--- src/rtl/atm_pkg.sv ---
// Shared types and defaults for the ATM transaction controller.
package atm_pkg;

    localparam int unsigned ATM_PIN_W   = 14;
    localparam int unsigned ATM_AMT_W   = 15;
    localparam int unsigned ATM_MAX_AMT = 20000;

    typedef enum logic [1:0] {
        ST_IDLE     = 2'd0,
        ST_WAIT_CHK = 2'd1,
        ST_WAIT_AMT = 2'd2,
        ST_DONE     = 2'd3
    } atm_state_e;

    // Amount is acceptable when non-zero and not above the per-withdrawal limit.
    function automatic logic amt_in_range(input logic [31:0] amt, input int unsigned max_amt);
        return (amt != 32'd0) && (amt <= 32'(max_amt));
    endfunction

endpackage

--- src/rtl/atm_system.sv ---
// ATM transaction controller: PIN latch, PIN confirm, amount check, dispense/issue decision.
module atm_system
    import atm_pkg::*;
#(
    parameter int unsigned PIN_W   = ATM_PIN_W,
    parameter int unsigned AMT_W   = ATM_AMT_W,
    parameter int unsigned MAX_AMT = ATM_MAX_AMT
) (
    input  logic             clk,
    input  logic             rst,
    input  logic             pin_ent,
    input  logic             pin_chk,
    input  logic [PIN_W-1:0] pin,
    input  logic [PIN_W-1:0] pin_cnfm,
    input  logic [AMT_W-1:0] amt,
    input  logic             amt_ent,
    output logic             disp,
    output logic             issue
);

    atm_state_e       r_state;
    atm_state_e       w_next_state;
    logic [PIN_W-1:0] r_pin_reg;
    logic [PIN_W-1:0] w_next_pin_reg;
    logic             r_disp;
    logic             w_next_disp;
    logic             r_issue;
    logic             w_next_issue;
    logic             w_amt_ok;

    assign w_amt_ok = amt_in_range(32'(amt), MAX_AMT);

    // State, latched PIN and decision outputs; synchronous reset.
    always_ff @(posedge clk) begin
        if (rst) begin
            r_state   <= ST_IDLE;
            r_pin_reg <= '0;
            r_disp    <= 1'b0;
            r_issue   <= 1'b0;
        end else begin
            r_state   <= w_next_state;
            r_pin_reg <= w_next_pin_reg;
            r_disp    <= w_next_disp;
            r_issue   <= w_next_issue;
        end
    end

    // Next-state and next-output decode; a PIN entry restarts from any state.
    always_comb begin
        w_next_state   = r_state;
        w_next_pin_reg = r_pin_reg;
        w_next_disp    = r_disp;
        w_next_issue   = r_issue;

        if (pin_ent) begin
            w_next_pin_reg = pin;
            w_next_disp    = 1'b0;
            w_next_issue   = 1'b0;
            w_next_state   = ST_WAIT_CHK;
        end else begin
            case (r_state)
                ST_WAIT_CHK: begin
                    if (pin_chk) begin
                        if (pin_cnfm == r_pin_reg) begin
                            w_next_state = ST_WAIT_AMT;
                        end else begin
                            w_next_issue   = 1'b1;
                            w_next_pin_reg = '0;
                            w_next_state   = ST_DONE;
                        end
                    end
                end
                ST_WAIT_AMT: begin
                    if (amt_ent) begin
                        w_next_disp    = w_amt_ok;
                        w_next_issue   = !w_amt_ok;
                        w_next_pin_reg = '0;
                        w_next_state   = ST_DONE;
                    end
                end
                default: begin
                    // IDLE and DONE wait for the next PIN entry.
                end
            endcase
        end
    end

    assign disp  = r_disp;
    assign issue = r_issue;

endmodule

--- config.mk ---
export PLATFORM = sky130hd
export DESIGN_NAME = atm_system
export DESIGN_NICKNAME = d
export VERILOG_FILES = /design/src/rtl/atm_pkg.sv /design/src/rtl/atm_system.sv
export SDC_FILE = /design/constraint.sdc
export NUM_CORES = 1
export LEC_CHECK = 0
export BUFFER_PORTS_ARGS = -buffer_cell sky130_fd_sc_hd__buf_2
export CORE_MARGIN = 2
export CORE_UTILIZATION = 38
export CTS_CLUSTER_DIAMETER = 80
export DETAILED_ROUTE_END_ITERATION = 10
export PLACE_DENSITY = 0.74
export SLEW_MARGIN = 40
export SYNTH_ARGS = -nofsm -noshare
export SYNTH_HDL_FRONTEND = slang
export SYNTH_SLANG_ARGS = --single-unit
--- constraint.sdc ---
create_clock -name clk -period 1.5 [get_ports clk]
set_input_delay 0.225 -clock clk [delete_from_list [all_inputs] [get_ports clk]]
set_output_delay 0.225 -clock clk [all_outputs]
set_load 0.01 [all_outputs]
## After elaboration in Yosys (flattened, before gate mapping)

Index checks and enable logic that the tools add are counted.

- Add/sub/neg operators: 0
- Multipliers: 0
- Divide/modulo/power cells: 0
- $lt $le $gt $ge: 1
- Equality and inequality tests: 9
- Shift operators: 0
- Mux-type cells: 14
- Bitwise operators: 0
- Reduce and logical (&&, ||, !) cells: 11

Operators by type and width:

| cell | count |
|---|---|
| 2-to-1 mux 14 bit | 4 |
| case mux 14 bit (2 select lines) | 1 |
| <= comparator 15 bit (second input constant) | 1 |
| nonzero test 15 bit | 1 |
| equality test 14 bit | 1 |
| != test 3 bit (second input constant) | 3 |
| AND reduction 4 bit | 2 |
| != test 2 bit (second input constant) | 3 |
| AND reduction 3 bit | 2 |
| 2-to-1 mux 1 bit | 5 |
| 2-to-1 mux 2 bit | 2 |
| case mux 2 bit (2 select lines) | 1 |
| nonzero test 3 bit | 1 |
| equality test 2 x 1 -> 1 bit (second input constant) | 1 |
| equality test 2 bit (second input constant) | 1 |
| case mux 1 bit (2 select lines) | 1 |
| AND reduction 2 bit | 1 |
| nonzero test 2 bit | 1 |
| OR reduction 2 bit | 1 |
| logical AND 1 bit | 1 |
| logical NOT 1 bit | 1 |

- Flip-flop bits (word level): 18
- Bits in latches: 0
- Memory bits (writable): 0
- Bits in read-only memories: 0
- Bits of input ports: 48
- Output and inout bits: 2
- Memories kept: 0

## Logic depth before layout (Yosys ltp)

- Depth after elaboration: 5
- Gate-level depth with buffers: 6

## Least setup slack after synthesis

No wires, ideal clock.

- Path kind: input port to flip-flop
- From: input amt[0]
- To: register r_issue, in the netlist issue
- Setup time: 0.116 ns
- Arrival time: 1.391 ns
- Setup slack: -0.008 ns
- Stages: 5
- Path through: or4_4 -> o31ai_2 -> a21oi_1 -> a211o_1 -> o211a_1

- Word-level cells in the longest chain between the ends: 5

RTL lines:

| item | line | text |
|---|---|---|
| start, declared | atm_system.sv:15 | `input logic [AMT_W-1:0] amt,` |
| <= comparator 15 bit / nonzero test 15 bit (equally long branches) | atm_pkg.sv:17 | `return (amt != 32'd0) && (amt <= 32'(max_amt));` |
| logical AND 1 bit * | atm_pkg.sv:17 |  |
| logical NOT 1 bit * | atm_system.sv:76 | `w_next_issue = !w_amt_ok;` |
| 2-to-1 mux 1 bit * | atm_system.sv:74 | `if (amt_ent) begin` |
| case mux 1 bit (2 select lines) * | atm_system.sv:61 | `case (r_state)` |
| end signal, assigned | atm_system.sv:44 | `r_issue <= w_next_issue;` |
| end, declared | atm_system.sv:27 | `logic r_issue;` |

Mark *: on every way between the ends. The rest lies on a longest branch, timed or not. The select of a mux whose other input is x is not followed.
A chain may end at the register's enable or synchronous reset.

## Final worst setup path

- From: register r_pin_reg[12]
- To: register r_pin_reg[11]

- Word-level cells in the longest chain between the ends: 3

RTL lines:

| item | line | text |
|---|---|---|
| start, declared | atm_system.sv:23 | `logic [PIN_W-1:0] r_pin_reg;` |
| start signal, assigned | atm_system.sv:42 | `r_pin_reg <= w_next_pin_reg;` |
| equality test 14 bit | atm_system.sv:64 | `if (pin_cnfm == r_pin_reg) begin` |
| != test 3 bit (no line) | - |  |
| AND reduction 4 bit (no line) | - |  |

Every way passes these cells.

==> flow_metrics.env <==
export IMPL_status="finished clean"
export IMPL_antenna_found_initial=0
export IMPL_synth_nets=128
export IMPL_hold_path_startpoint="pin_ent"
export IMPL_htreeDepth=1
export IMPL_critPathBufInv=1
export IMPL_p_int_mw=0.708
export IMPL_setup_violations=0
export IMPL_wl_microns=2080
export IMPL_slew_headroom_pct=63.4
export IMPL_holdWs_ns=0.138
export IMPL_p_seq_share_pct=55.3
export IMPL_whs_path_depth=2
export IMPL_syn_area_sq_um=845
export IMPL_cts_made_buffers=3
export IMPL_rsz0062_at_grt="no"
export IMPL_die_x_microns=51.1
export IMPL_clockRootBuffer="clkbuf_4"
export IMPL_fin_skew_ns=0.00211
export IMPL_synth_edff_count=0
export IMPL_cp_data_arrival_time_ns=1.66
export IMPL_synth_ff_type="dfxtp_1"
export IMPL_drc=0
export IMPL_cts_tree="yes"
export IMPL_critPathTopFamily="compound AO/OA/AOI/OAI gates"
export IMPL_grt_pass1_vias=853
export IMPL_hold_buffers=0
export IMPL_switching_share_pct=25.1
export IMPL_p_leak_nw=0.524
export IMPL_antenna_left=0
export IMPL_max_cap_violations=0
export IMPL_fp_dieH_microns=51.1
export IMPL_io_pins=50
export IMPL_max_freq_mhz=701
export IMPL_synth_common_cells="dfxtp_1 (18), a32o_1 (15), xnor2_1 (8)"
export IMPL_fin_setup_tns_ns=0
export IMPL_fillers=230
export IMPL_grt_usage_pct=16.2
export IMPL_worst_path_max_delay_cell="dfxtp_2"
export IMPL_syn_to_final_growth_pct=41.5
export IMPL_largest_reg_flops=14
export IMPL_detail_route_wl_per_cell_microns=12.9
export IMPL_drive_above_1_share_pct=48.5
export IMPL_combPwrFrac_pct=20.2
export IMPL_vias=862
export IMPL_placedCellCount=158
export IMPL_place_ws_ns=-0.130
export IMPL_final_nets=184
export IMPL_path_clk_slew_ns=0.10
export IMPL_hold_class="in -> reg"
export IMPL_first_pass_iters=4
export IMPL_slowest_delay_ns=0.34
export IMPL_crit_fanout=5
export IMPL_pwr_share_clk_pct=24.5
export IMPL_cellPowerDensity_mw_per_mm2=790
export IMPL_ys_async_sr_fraction_pct=0
export IMPL_diodes=0
export IMPL_cts_sinks=18
export IMPL_synth_distinct_cells=24
export IMPL_layoutNonFillerInstCount=162
export IMPL_clk_latency_ns=0.28
export IMPL_fin_area_sq_mm=0.00119
export IMPL_gp_congestion=0.736
export IMPL_reg2regPathDepth=5
export IMPL_r2r_end="r_pin_reg[11]"
export IMPL_crit_required_ns=1.73
export IMPL_yosysTopAreaCellShare_pct=42.7
export IMPL_cp_end_kind="flop"
export IMPL_ys_seq_area_share_pct=42.7
export IMPL_synth_seq_cells=18
export IMPL_synth_most_common_cell="dfxtp_1"
export IMPL_post_cts_buffers=0
export IMPL_place_hpwl_microns=1680
export IMPL_cp_start_kind="flop"
export IMPL_irDropWorstVdd_uv=580
export IMPL_die_area_sq_mm=0.00262
export IMPL_start_util_pct=39.3
export IMPL_final_hold_viol_count=0
export IMPL_core_sq_mm=0.00215
export IMPL_avgSynthCellArea_sq_um=10.6
export IMPL_drt_iter0_markers=8
export IMPL_tightest_slew_ns=0.546
export IMPL_period_share_pct=95.1
export IMPL_grt_max_degree=15
export IMPL_worst_setup_path_type="reg -> reg"
export IMPL_portBuffers=49
export IMPL_p_sw_mw=0.237
export IMPL_clockBufferDepth=2
export IMPL_fp_row_count=17
export IMPL_final_max_slew_violation_count=0
export IMPL_worst_slack_ns=0.0732
export IMPL_grt_overflow=0
export IMPL_synthesis_instances=80
export IMPL_post_route_min_period_ns=1.43
export IMPL_post_drt_via_cell_ratio=5.32
export IMPL_place_area_sq_mm=0.00114
export IMPL_min_to="r_state[1]"
export IMPL_p_total_mw=0.944
export IMPL_r2r_slack_ns=0.07
export IMPL_critical_path_cell_chain="xor2_1, nor4_2, a32o_2, buf_6, a32o_1"
export IMPL_grt_pass1_wl_microns=3290
export IMPL_synth_top_area_cell="dfxtp_1"
export IMPL_timing_rr_start="r_pin_reg[12]"
export IMPL_final_util_pct=55.6
export IMPL_synth_area_top_cells="dfxtp_1 (43%), a32o_1 (18%), xnor2_1 (8.3%), xor2_1 (6.2%), a21oi_1 (2.4%)"
export IMPL_synth_warnings=0
layer usage:
layer	wire (microns)	share of wire, %	GRT usage [%]
met1	825	40	16.3
met2	1080	52	33.5
met3	179	8.6	2.34
met4	0	0	4.05
met5	0	0	0
final cells by class:
cell class	count	area, sq um	area share, %
Multi-Input combinational cell	59	482	40.3
Clock buffer	3	22.5	1.88
Sequential cell	18	362	30.3
Timing Repair Buffer	54	294	24.6
Tap cell	28	35.0	2.93
cells by family (layout without fill, tap and decap cells):
family / after synthesis / in the layout / synth area share, %
AOI/OAI and AO/OA: 25 / 25 / 27.4
DFF: 18 / 18 / 42.7
buffers and inverters: 3 / 57 / 1.78
xor gates and xnor gates: 14 / 14 / 14.5
and+or+nand+nor: 20 / 20 / 13.6
repair_timing:
action / in CTS / in global routing
resized for setup: 1 / 7
setup endpoints to repair: 10 / 14
pin swaps: 0 / 9
cloned: 0 / 1
power groups by stage:
stage,logic (mW),clock network (mW),registers (mW)
floorplan,0.0890,0,0.529
global placement,0.174,0,0.531
detailed placement,0.180,0,0.533
CTS,0.184,0.240,0.522
global route,0.210,0.259,0.526
finish,0.191,0.231,0.522
cell usage in the layout, fill, tap and decap left out, types with 2 or more instances in the layout:
| cell type | netlist | final |
|---|---|---|
| nor2b_2 | 0 | 2 |
| buf_4 | 1 | 2 |
| nand2_1 | 3 | 3 |
| or4_1 | 2 | 2 |
| xnor2_1 | 8 | 8 |
| nor2_1 | 3 | 3 |
| buf_6 | 0 | 3 |
| xor2_1 | 6 | 6 |
| buf_2 | 0 | 49 |
| nand4_1 | 2 | 2 |
| clkbuf_4 | 0 | 3 |
| a21oi_1 | 4 | 4 |
| a32o_1 | 15 | 14 |
| nor3_1 | 2 | 2 |
| dfxtp_1 | 18 | 17 |
worst max path at each step:
stage	start	to	slack, ns	cells after the start
6_report	r_pin_reg[12]	r_pin_reg[11]	0.07	5
2_1_floorplan	amt[0]	issue	0.03	5
4_1_cts	r_state[1]	r_pin_reg[4]	0.02	5
3_3_place_gp	amt[0]	issue	-0.09	6
5_1_grt	r_pin_reg[12]	r_pin_reg[3]	0.002	5
3_5_place_dp	amt[0]	issue	-0.13	6
(Power assumes the default switching activity.)
